===== config.mk =====
export PLATFORM = sky130hd
export DESIGN_NAME = bespoke_stream_adapter
export DESIGN_NICKNAME = d
export VERILOG_FILES = /design/src/rtl/bespoke_stream_pkg.sv /design/src/rtl/bespoke_sync_fifo.sv /design/src/rtl/bespoke_stream_adapter.sv
export SDC_FILE = /design/constraint.sdc
export NUM_CORES = 1
export LEC_CHECK = 0
export CORE_AREA = 2 2 243 173
export CTS_BUF_LIST = sky130_fd_sc_hd__clkbuf_4 sky130_fd_sc_hd__clkbuf_8
export DETAILED_ROUTE_END_ITERATION = 10
export DIE_AREA = 0 0 245 175
export PLACE_DENSITY = 0.42
export REMOVE_ABC_BUFFERS = 1
export SYNTH_ARGS = -nofsm -noshare
export SYNTH_HDL_FRONTEND = slang
export SYNTH_HIERARCHICAL = 1
export SYNTH_SLANG_ARGS = --single-unit
export TNS_END_PERCENT = 50

===== constraint.sdc =====
create_clock -name clk -period 3 [get_ports clk]
set_input_delay 0.45 -clock clk [delete_from_list [all_inputs] [get_ports clk]]
set_output_delay 0.45 -clock clk [all_outputs]
set_load 0.02 [all_outputs]

===== src/rtl/bespoke_stream_pkg.sv =====
// Shared types and helpers for the bespoke_io_core stream adapter.
package bespoke_stream_pkg;

  localparam int BYTE_W = 8;
  localparam int IN_DEPTH_DEF = 16;
  localparam int OUT_DEPTH_DEF = 16;

  typedef struct packed {
    logic              last;
    logic [BYTE_W-1:0] data;
  } in_entry_t;

  localparam logic FR_IDLE = 1'b0;
  localparam logic FR_IN = 1'b1;

  function automatic int ptr_w(input int depth);
    return $clog2(depth) + 1;
  endfunction

endpackage


===== src/rtl/bespoke_sync_fifo.sv =====
// Show-ahead synchronous FIFO; a push into a full FIFO is accepted
// when a pop happens in the same cycle.
module bespoke_sync_fifo
  import bespoke_stream_pkg::*;
#(
  parameter int W = 8,
  parameter int DEPTH = 16
) (
  input  logic         clk,
  input  logic         rst_n,
  input  logic         push,
  input  logic [W-1:0] wdata,
  input  logic         pop,
  output logic [W-1:0] rdata,
  output logic         full,
  output logic         empty
);

  localparam int AW = $clog2(DEPTH);
  localparam int PW = ptr_w(DEPTH);

  logic [PW-1:0] wp;
  logic [PW-1:0] rp;
  logic [W-1:0]  mem [DEPTH];
  logic          do_push;
  logic          do_pop;

  assign empty = (wp == rp);
  assign full = (wp[AW] != rp[AW]) &&
                (wp[AW-1:0] == rp[AW-1:0]);
  assign do_pop = pop & ~empty;
  assign do_push = push & (~full | do_pop);
  assign rdata = empty ? '0 : mem[rp[AW-1:0]];

  always_ff @(posedge clk or negedge rst_n) begin
    if (!rst_n) begin
      wp <= '0;
      rp <= '0;
    end else begin
      if (do_push) wp <= wp + 1'b1;
      if (do_pop) rp <= rp + 1'b1;
    end
  end

  always_ff @(posedge clk) begin
    if (do_push) mem[wp[AW-1:0]] <= wdata;
  end

endmodule


===== src/rtl/bespoke_stream_adapter.sv =====
// Converts bespoke_io_core toggle probes to/from valid/ready byte streams.
// Optional frame checking: define BESPOKE_STREAM_FRAME_CHECK_EN.
module bespoke_stream_adapter
  import bespoke_stream_pkg::*;
#(
  parameter int IN_DEPTH = IN_DEPTH_DEF,
  parameter int OUT_DEPTH = OUT_DEPTH_DEF
) (
  input  logic              clk,
  input  logic              rst_n,
  input  logic [BYTE_W-1:0] byte_in,
  input  logic              all_in_ready,
  input  logic              pc_data_put,
  input  logic              pc_data_req,
  output logic [BYTE_W-1:0] byte_out,
  output logic              all_out_ready,
  output logic [BYTE_W-1:0] m_data,
  output logic              m_last,
  output logic              m_valid,
  input  logic              m_ready,
  input  logic [BYTE_W-1:0] s_data,
  input  logic              s_valid,
  output logic              s_ready,
  output logic              overflow,
  output logic              underflow
`ifdef BESPOKE_STREAM_FRAME_CHECK_EN
  ,
  output logic [15:0]       frame_count,
  output logic              frame_err
`endif
);

  logic      armed;
  logic      put_ref;
  logic      req_ref;
  logic      put_evt;
  logic      req_evt;
  in_entry_t in_w;
  in_entry_t in_r;
  logic      in_full;
  logic      in_empty;
  logic      in_pop;
  logic      eg_full;
  logic      eg_empty;
  logic      eg_pop;
  logic      eg_push;

  // Levels present at reset release are captured, not treated as toggles.
  always_ff @(posedge clk or negedge rst_n) begin
    if (!rst_n) begin
      armed <= 1'b0;
      put_ref <= 1'b0;
      req_ref <= 1'b0;
    end else begin
      armed <= 1'b1;
      put_ref <= pc_data_put;
      req_ref <= pc_data_req;
    end
  end

  assign put_evt = armed & (pc_data_put ^ put_ref);
  assign req_evt = armed & (pc_data_req ^ req_ref);

  assign in_w = '{last: all_in_ready, data: byte_in};
  assign m_valid = ~in_empty;
  assign m_data = in_r.data;
  assign m_last = in_r.last;
  assign in_pop = m_valid & m_ready;

  bespoke_sync_fifo #(
    .W($bits(in_entry_t)),
    .DEPTH(IN_DEPTH)
  ) u_in_fifo (
    .clk(clk),
    .rst_n(rst_n),
    .push(put_evt),
    .wdata(in_w),
    .pop(in_pop),
    .rdata(in_r),
    .full(in_full),
    .empty(in_empty)
  );

  assign all_out_ready = ~eg_empty;
  assign eg_pop = req_evt & ~eg_empty;
  assign s_ready = rst_n & (~eg_full | eg_pop);
  assign eg_push = s_valid & s_ready;

  bespoke_sync_fifo #(
    .W(BYTE_W),
    .DEPTH(OUT_DEPTH)
  ) u_eg_fifo (
    .clk(clk),
    .rst_n(rst_n),
    .push(eg_push),
    .wdata(s_data),
    .pop(eg_pop),
    .rdata(byte_out),
    .full(eg_full),
    .empty(eg_empty)
  );

  always_ff @(posedge clk or negedge rst_n) begin
    if (!rst_n) begin
      overflow <= 1'b0;
      underflow <= 1'b0;
    end else begin
      if (put_evt & in_full & ~in_pop) overflow <= 1'b1;
      if (req_evt & eg_empty) underflow <= 1'b1;
    end
  end

`ifdef BESPOKE_STREAM_FRAME_CHECK_EN
  localparam int LW = ptr_w(IN_DEPTH);

  logic          fr_state;
  logic [LW-1:0] last_cnt;
  logic          in_acc;
  logic          last_in;
  logic          last_out;

  assign in_acc = put_evt & (~in_full | in_pop);
  assign last_in = in_acc & all_in_ready;
  assign last_out = in_pop & in_r.last;

  // A full FIFO holding no last flag means the frame outgrew the buffer.
  always_ff @(posedge clk or negedge rst_n) begin
    if (!rst_n) begin
      fr_state <= FR_IDLE;
      last_cnt <= '0;
      frame_count <= '0;
      frame_err <= 1'b0;
    end else begin
      if (put_evt) begin
        unique case (1'b1)
          all_in_ready: fr_state <= FR_IDLE;
          default: fr_state <= FR_IN;
        endcase
      end
      if (put_evt && in_full && fr_state == FR_IN &&
          last_cnt == '0)
        frame_err <= 1'b1;
      if (last_in && !last_out) last_cnt <= last_cnt + 1'b1;
      else if (!last_in && last_out) last_cnt <= last_cnt - 1'b1;
      if (last_out) frame_count <= frame_count + 16'd1;
    end
  end
`endif

endmodule

---- After elaboration in Yosys (flattened, before gate mapping) ----
Memories as Yosys holds them, arrays and structs flattened.
Cells that the tools add are included.
word-level totals
  word-level logic and storage cells ...... 52
  memory bits (writable) .................. 272
  output and inout bits ................... 22
  register bits ........................... 25
  memories kept ........................... 2
  bits of input ports ..................... 23
memories
  memory         depth  bits a word  rd ports  clocked after Yosys merged registers in  write ports  line                     text
  u_in_fifo.mem  16     9            1         0                                        1            bespoke_sync_fifo.sv:24  logic [W-1:0] mem [DEPTH];
  u_eg_fifo.mem  16     8            1         0                                        1            bespoke_sync_fifo.sv:24
cells by class
  reduce and logical (&&, ||, !) cells .... 2
  bitwise gates (word level) .............. 23
  add/subtract/negate cells ............... 4
  muxes and demuxes ....................... 6
  eq/ne operators ......................... 6
operators with widths
  operator             count
  $add 5x1->5 const B  4
  $and 1x1->1          13
  $eq 5x5->1           2
  $mux 9               1
  $eq 4x4->1           2
  $mux 8               1
  $not 1->1            5
  $mux 1               4
  $or 1x1->1           3
  $logic_and 1x1->1    2
  $ne 1x1->1           2
  $xor 1x1->1          2

---- Depth between registers and ports, before layout ----
  word-level depth ........................ 9
  mapped depth ............................ 11
  depth with buffers taken out ............ 8

---- By module ----
Netlist, hierarchy kept.
by module, submodules not included
  module                         cells each  area each (um2)  instances  sequential area each (um2)
  bespoke_sync_fifo (u_in_fifo)  295         6217.2           1          4574.4
  bespoke_sync_fifo (u_eg_fifo)  271         5620.4           1          4093.9
  bespoke_stream_adapter         23          250.2            1          125.1

---- Worst setup path before layout ----
No wires, ideal clock.
  kind .................................... register -> register
  from .................................... register u_eg_fifo.rp[0]
  to ...................................... memory u_eg_fifo.mem[22][0] (netlist: u_eg_fifo/mem[11][0]), enable pin
  clock period less this slack ............ 2.709 ns
  stages on the path, launching flop included .. 10
  setup slack ............................. 0.291 ns
  setup time .............................. 0.385 ns
  buffers on the path ..................... 2
  arrival time ............................ 2.324 ns
  required time ........................... 2.615 ns
  cells stage by stage .................... dfrtp_1 buf_6 xnor2_4 nand4_4 nor2_1 buf_4 nand4b_1 o21ai_1 o311ai_4 nor3b_1
between the ends
  longest elaborated chain between the ends .. 9
  elaborated cells between the ends (all ways) .. 14
  those cells by class .................... eq/ne: 2; mux: 2; bitwise: 9; reduce/logical: 1
RTL lines
  element                       line                          text
  start: declaration            bespoke_sync_fifo.sv:23       logic [PW-1:0] rp;
  start signal: assignment      bespoke_sync_fifo.sv:41       if (do_pop) rp <= rp + 1'b1;
  $eq 5x5->1                    bespoke_sync_fifo.sv:28       assign empty = (wp == rp);
  named net eg_empty            bespoke_stream_adapter.sv:44  logic eg_empty;
  $not 1->1                     bespoke_stream_adapter.sv:85  assign eg_pop = req_evt & ~eg_empty;
  $and 1x1->1                   bespoke_stream_adapter.sv:85
  $or 1x1->1                    bespoke_stream_adapter.sv:86  assign s_ready = rst_n & (~eg_full | eg_pop);
  $and 1x1->1                   bespoke_stream_adapter.sv:86
  $and 1x1->1                   bespoke_stream_adapter.sv:87  assign eg_push = s_valid & s_ready;
  named net eg_push             bespoke_stream_adapter.sv:46  logic eg_push;
  $and 1x1->1                   bespoke_sync_fifo.sv:32       assign do_push = push & (~full | do_pop);
  $mux 1                        bespoke_sync_fifo.sv:46       if (do_push) mem[wp[AW-1:0]] <= wdata;
  $mux 1 (implied by the code)  bespoke_sync_fifo.sv:46
  end: declaration              bespoke_sync_fifo.sv:24
The timed path passes the listed nets, and every way through them passes these cells.

---- Final worst setup path ----
  from .................................... register u_eg_fifo.rp[0]
  to ...................................... output port byte_out[1]
between the ends
  longest elaborated chain between the ends .. 2
  elaborated cells between the ends (all ways) .. 3
  those cells by class .................... eq/ne: 1; mux: 1; memory: 1
RTL lines
  element                                            line                          text
  $mem_v2 16x8 / $eq 5x5->1 (equally long branches)  --
  $mux 8 (*)                                         bespoke_sync_fifo.sv:33       assign rdata = empty ? '0 : mem[rp[AW-1:0]];
  end: declaration                                   bespoke_stream_adapter.sv:15  output logic [BYTE_W-1:0] byte_out,
Every way passes the cells marked *; elsewhere a longest branch is shown, timed or not.

==> results.py <==
metrics = {
    "sta": {
        "hold_viol_final": 0,
        "layout_setup_ws_ns": 0.0837,
        "max_freq_ghz": 0.343,
        "slew-limit-headroom_pct": 53.3,
        "tightest_slew_ns": 0.700,
        "finalMaxSlewViolations": 0,
        "finalCritPeriodShare_pct": 97.2,
        "tns_ns": 0,
        "rsz0062_at_grt": "yes",
        "setup_violations": 0,
        "finalCriticalPeriod_ns": 2.92,
        "finalClockSkew_ns": 0.0528,
    },
    "worst_setup_path": {
        "startpoint_type": "flip-flop",
        "worstSetupPathType": "flip-flop to output pin",
        "cp_num_buf_inv": 3,
        "path_max_fanout": 7,
        "crit_start": "u_eg_fifo/rp[0]$_DFFE_PN0P_",
        "cp_cell_sequence": "buf_12, bufbuf_16, mux4_2, a22oi_2, a21oi_1, buf_2",
        "cp_top_family": "buffers and inverters",
        "critPathMaxStageDelay_ns": 0.53,
        "critical_path_arrival_ns": 2.47,
        "cp_slowest_cell": "mux4_2",
        "required_ns": 2.55,
        "crit_path_end_kind": "output pin",
        "reg2reg_from": "u_in_fifo/rp[0]$_DFFE_PN0P_",
    },
    "pwr": {
        "ir_worst_vdd_uv": 325,
        "swShare_pct": 32.8,
        "netSwitchingPower_w": 0.00454,
        "p_clk_share_pct": 26.2,
        "p_int_w": 0.00930,
        "p_per_area_nw_per_um2": 950,
        "p_leak_nw": 4.92,
        "combPwrFrac_pct": 36.2,
        "finalPower_w": 0.0138,
        "share_seq_of_total_power_pct": 37.6,
    },
    "logic_synthesis": {
        "avgSynthCellArea_um2": 20.5,
        "seq_area_frac_synth_pct": 72.7,
        "ys_ff_latch": 297,
        "syn-instance-count": 589,
        "ys_types": 42,
        "synth_edf_count": 272,
        "synth_ff_type": "edfxtp_1",
        "async_flop_share_pct": 8.42,
        "syn_area_um2": 12100,
        "ys_warn_count": 6,
    },
    "global_routing": {
        "grt_pass1_wl_mm": 40.5,
        "gr-total-overflow": 0,
        "grt_max_degree": 39,
        "antenna_found_initial": 0,
        "grt_pass1_vias": 6496,
        "track_usage_pct": 12.8,
    },
    "finish": {
        "antennaDiodeCount": 0,
        "final_cell_mix": "edfxtp_1 (272), mux4_2 (66), clkbuf_8 (49), buf_4 (44), clkdlybuf4s50_1 (25)",
        "fillers": 3739,
        "utilization_pct": 35.9,
        "multiInputGateArea_um2": 3090,
        "nets": 741,
        "drive_gt1_share_pct": 33.8,
        "area_growth_pct": 20.5,
        "final-seq-area_um2": 8800,
        "final_common_cell": "edfxtp_1",
    },
    "cts": {
        "cts.clk_slew.worst_paths_ns": 0.06,
        "numCtsBuffers": 49,
        "cts_hold_buf": 0,
        "cts-root-buf": "clkbuf_8",
        "clock_sinks": 297,
        "clk_latency_ns": 0.60,
        "h-tree-depth": 2,
        "clock_path_buffers": 3,
        "cts_tree": "done",
    },
    "drt": {
        "viasPerCell": 4.63,
        "first_iter_violations": 321,
        "wl_per_cell_um": 20.7,
        "ant_nets": 0,
        "drc": 0,
        "first_pass_iters": 5,
        "finalWirelength_mm": 26.6,
        "vias": 5967,
    },
    "floorplanning": {
        "dieArea_um2": 42900,
        "start_util_pct": 29.8,
        "num_rows": 62,
        "die_width_um": 245,
        "core_um2": 40600,
        "die_h_um": 175,
        "ioPinCount": 45,
    },
    "hold_path": {
        "hp-class": "input pin to flip-flop",
        "min_from": "pc_data_put",
    },
    "placement": {
        "dp_hpwl_mm": 17.0,
        "routabilityCongestion": 0.705,
        "dp_slack_ns": 0.233,
        "portBuffers": 44,
    },
    "outcome": {
        "outcome": "completed",
    },
    "flow_run": {
        "cap_violations": 0,
    },
}
[timing repair]
item	CTS	global route
endpoints found under the setup margin	20	15
pin swaps	1	0
setup buffers	8	0
cloned	4	0
resized for setup	58	21
[registers in the layout (all words and copies together) (netlist names), 5 cells and up]
register,flops
u_eg_fifo/mem,128
u_in_fifo/wp,5
u_in_fifo/mem,144
u_in_fifo/rp,5
u_eg_fifo/wp,5
u_eg_fifo/rp,5
[per-stage QoR]
stage / instances / hold slack, ns / area, µm²
floorplan: 556 / 0.154 / 11800
global placement: 1189 / 0.473 / 13400
detailed placement: 1189 / 0.471 / 13400
CTS: 1289 / 0.334 / 14600
global route: 1289 / 0.350 / 14600
finish: 1289 / 0.382 / 14600
[cell families after synthesis]
family	Yosys count	share of synthesized area (%)
AO/OA/AOI/OAI	63	4.01
XOR/XNOR	28	2.96
adder cells (fa/ha/maj)	10	1.04
buffers and inverters	43	2.41
flip-flops	297	72.7
multiplexers	70	12.9
other	1	0.0310
AND/OR/NAND/NOR	77	3.89
[routing by layer]
layer	wire length [µm]	vias up	share of wire, %	global-route usage (%)
met2	11500	138	43	18.6
met5	0	-	0	0
met4	608	0	2.3	4.19
met3	1270	47	4.8	2.73
met1	13200	3134	50	19.0
li1	-	2648	-	-
[worst register-to-register path, cell delays in order (launching register included)]
cell and delay, ns:
dfrtp_2 0.45, buf_4 0.17, xnor2_2 0.19, nand4_4 0.18, nor2_2 0.17, nand2b_1 0.14, inv_1 0.12, o31a_4 0.45
and3_1 0.45
[power by group through the flow]
| stage | logic [W] | registers (W) | clock network, W |
|---|---|---|---|
| after global routing | 0.00541 | 0.00526 | 0.00393 |
| after floorplan | 0.00266 | 0.00556 | 0 |
| after detailed placement | 0.00482 | 0.00531 | 0 |
| final | 0.00500 | 0.00521 | 0.00362 |
| after global placement | 0.00480 | 0.00529 | 0 |
| after CTS | 0.00510 | 0.00521 | 0.00375 |
[cells in the mapped netlist (all sizes together), types with 3 or more instances]
| master | n | area share, % |
|---|---|---|
| and3 | 24 | 1.2 |
| nor2 | 14 | 0.43 |
| mux4 | 68 | 13 |
| nor3b | 5 | 0.35 |
| clkbuf | 3 | 0.12 |
| ha | 10 | 1.0 |
| nand2 | 7 | 0.22 |
| buf | 30 | 2.0 |
| dfrtp | 25 | 5.2 |
| xnor2 | 19 | 2.3 |
| inv | 10 | 0.31 |
| a21oi | 17 | 0.70 |
| o21ai | 5 | 0.27 |
| xor2 | 9 | 0.65 |
| nor2b | 10 | 0.52 |
| nand4 | 4 | 0.46 |
| a22oi | 34 | 2.1 |
| and2 | 5 | 0.26 |
| edfxtp | 272 | 68 |
[area by class of cell]
| class | instances | area share [%] |
|---|---|---|
| clock inverter | 21 | 1.27 |
| timing repair buffer | 101 | 6.66 |
| sequential | 297 | 60.4 |
| clock buffer | 67 | 5.56 |
| multi-input combinational | 249 | 21.2 |
| tap | 544 | 4.67 |
| inverter | 10 | 0.258 |
[final timing paths]
kind / endpoint / slack, ns / cells after the start
max in group asynchronous: u_eg_fifo/rp[3]$_DFFE_PN0P_ / 2.33 / 2
hold reg to reg: underflow$_DFFE_PN0P_ / 0.49 / 1
min in group asynchronous: req_ref$_DFF_PN0_ / 0.39 / 2
hold / removal: put_ref$_DFF_PN0_ / 0.38 / 1
setup / recovery: byte_out[1] / 0.08 / 6
setup reg to reg: u_in_fifo/mem[9][3]$_DFFE_PP_ / 0.35 / 8
Note: power is estimated with default switching activity, not from simulation.
==> edit, RTL diff (config.mk and constraints unchanged) <==
`BYTE_W`: 8 -> 6.
--- a/src/rtl/bespoke_stream_pkg.sv
+++ b/src/rtl/bespoke_stream_pkg.sv
@@ -2,5 +2,5 @@
 package bespoke_stream_pkg;
 
-  localparam int BYTE_W = 8;
+  localparam int BYTE_W = 6;
   localparam int IN_DEPTH_DEF = 16;
   localparam int OUT_DEPTH_DEF = 16;
Interface: changed (resized byte_in, byte_out, m_data and s_data); port bits go from 45 to 37. No check against the original RTL was run, so the function may have changed too.
==> edit against the original RTL <==
  * Power shrank 21%
  * Area after synthesis shrank 20%
  * Wire length shrank 18%
  * Clock power shrank 21%
  * Design area shrank 20%
  * Global-route usage shrank 2.3 points
  * Fmax is essentially flat
  * Sequential cell count shrank 64
  * Count of clock-buffer cells in the layout shrank 16
  * Register-to-register slack is essentially flat
  * Critical path depth shrank 1
  * Synthesized cell count shrank 17%
  * Final cell count shrank 11%
  * Setup slack gained 1.4 ps
  * Critical path type unchanged
  * Highest routed layer unchanged
==> edit: results (changes against the original RTL) <==
set qor(unique_masters_post_synth) 44 ;# +4.8%
set qor(yosys-top-cells-count) {208 x sky130_fd_sc_hd__edfxtp_1, 50 x sky130_fd_sc_hd__mux4_2, 26 x sky130_fd_sc_hd__a22oi_1}
set qor(relSlewSlack_pct) 51.25 ;# -2.1 points
set qor(place.port_buffers) 36 ;# -18%
set qor(cell_at_the_root_of_the_clock_tree) {sky130_fd_sc_hd__clkbuf_8}
set qor(grt_use_total_pct) 10.48 ;# -2.3 points
set qor(share_of_async_settable_or_async_resettable_flops_after_synthesis_pct) 10.73 ;# +2.3 points
set qor(final_layout_size_suffix_gt1_share_pct) 29.59 ;# -4.2 points
set qor(first_global_vias) 5238 ;# -19%
set qor(cts_made_buffers) 40 ;# -18%
set qor(dpl_cell_area_um2) 10730 ;# -20%
set qor(synthesis.yosys.warnings) 6 ;# unchanged
set qor(synthMostInstantiatedCell) {sky130_fd_sc_hd__edfxtp_1}
set qor(outcome) {completed}
set qor(drt-vias-per-instance) 4.258 ;# -8.0%
set qor(deepest_level_of_the_cts_h_tree) 2 ;# unchanged
set qor(pin_count_of_the_biggest_net_entering_global_routing) 28 ;# -28%
set qor(postRouteWirelength_um) 21830 ;# -18%
set qor(max-clock-path-buffers) 3 ;# unchanged
set qor(detailroute.wirelength.met3_um) 947 ;# -26%
set qor(worst_clock_skew_ps) 38.83 ;# -14.02 ps
set qor(synth_sequential_area_ratio_pct) 71.38 ;# -1.4 points
set qor(leakage_nw) 3.917 ;# -20%
set qor(critical_path.max_stage_delay_ps) 530 ;# about the same
set qor(wl_met1_um) 10980 ;# -17%
set qor(nFillCells) 4004 ;# +7.1%
set qor(top_layer) {met4}
set qor(largest_register_ff_count) 112 ;# -22%
set qor(firstDrtPassIters) 4 ;# -1
set qor(place.detailed.hpwl_um) 14750 ;# -13%
set qor(vdd_ir_drop_max_mv) 0.3101 ;# -4.5%
set qor(finish.net_count) 602 ;# -19%
set qor(critical_path.slowest_cell) {sky130_fd_sc_hd__mux4_2}
set qor(timing.critical_path.arrival_ps) 2460
set qor(number_of_antenna_violations_at_the_first_check_in_global_routing) 0 ;# unchanged
set qor(clock_insertion_delay_worst_skew_ps) 550 ;# -50 ps
set qor(detailedRoute.firstIterationViolations) 305 ;# -5.0%
set qor(critPathMaxFanout) 9 ;# +2
set qor(synth.top_cells.by_area) {sky130_fd_sc_hd__edfxtp_1 65%, sky130_fd_sc_hd__mux4_2 12%, sky130_fd_sc_hd__dfrtp_1 6.5%}
set qor(crit_family) {buffers and inverters}
set qor(floorplan.die.width_um) 245 ;# unchanged
set qor(clk_pin_slew_ps) 60 ;# about the same
set qor(multi_input_area_um2) 2575 ;# -17%
set qor(routabilityCongestion) 0.7202 ;# +2.2%
set qor(grt_first_pass_wirelength_um) 32960 ;# -19%
set qor(max_transition_viols_final) 0 ;# unchanged
set qor(hp-class) {in -> async}
set qor(num_antenna_cells) 0 ;# unchanged
set qor(synth_enable_flop_cells) 208 ;# -24%
set qor(met2WireLength_um) 9465 ;# -18%
==> edit: path summary, 6_finish.rpt <==
check	to	slack [ps]	start	cells after the start
hold reg to reg	overflow$_DFFE_PN0P_	470	overflow$_DFFE_PN0P_	1
max in group asynchronous	u_in_fifo/rp[2]$_DFFE_PN0P_	2450	rst_n	2
setup reg to reg	u_eg_fifo/mem[14][4]$_DFFE_PP_	350	u_eg_fifo/rp[0]$_DFFE_PN0P_	8
setup / recovery	m_last	90	u_in_fifo/rp[0]$_DFFE_PN0P_	5
min in group clk	put_ref$_DFF_PN0_	420	pc_data_put	1
hold / removal	u_eg_fifo/wp[0]$_DFFE_PN0P_	310	rst_n	2
==> edit: area by class of cell <==
cell class,instances,share of cell area [%]
flip-flops and latches,233,59.07
multi-input cells,221,22.12
well taps,544,5.848
repair buffers,67,5.719
clock buffers,51,5.654
clock inverters,23,1.268
inverters,10,0.3225
==> edit: layer usage <==
layer	track usage, %	vias up
li1	-	2149
met1	15.48	2602
met2	15.12	100
met3	2.473	42
met4	3.277	0
met5	0	-
==> edit: what timing repair did <==
action,CTS,global route
gates resized for setup,23,12
buffers inserted,2,1
pin swaps,0,0
gates cloned,1,0
hold endpoints to repair,0,0
hold buffers,0,0
endpoints found under the setup margin,13,12
==> edit: cell families (layout without fill, tap and decap cells) <==
logic type | count (synthesis) | count (layout) | share of synthesized area, %
DFF | 233 | 233 | 71.38
and+or+nand+nor | 77 | 77 | 4.991
muxes | 54 | 54 | 12.48
AOI/OAI and AO/OA | 51 | 51 | 4.198
buffers and inverters | 34 | 151 | 2.171
xor gates and xnor gates | 28 | 28 | 3.444
adders and majority gates | 10 | 10 | 1.300
other | 1 | 1 | 0.03895
==> edit: worst reg2reg max path, delay by kind of cell (launching register included) <==
kind	cells	cell delay, ps
buffers and inverters	1	160
and+or+nand+nor	4	880
AOI/OAI and AO/OA	2	610
DFF	1	470
xor gates and xnor gates	1	140
==> edit: stage by stage <==
step / setup slack [ps] / std cells / power [mW] / setup TNS (ps)
after floorplan: -306.2 / 464 / 6.598 / -23850
after CTS: 0.9881 / 1148 / 11.12 / 0
after detailed placement: 275.6 / 1071 / 8.182 / 0
after global routing: -21.39 / 1149 / 11.63 / -29.36
final: 85.12 / 1149 / 10.99 / 0
after global placement: 306.8 / 1071 / 8.158 / 0
==> edit: power by group <==
part           switching [mW]  internal, mW  total, mW  leakage (nW)
clock network            1.31          1.54       2.86         0.421
logic                    2.12          1.85       3.97          1.32
registers               0.305          3.86       4.16          2.17
total                    3.74          7.25       11.0          3.92
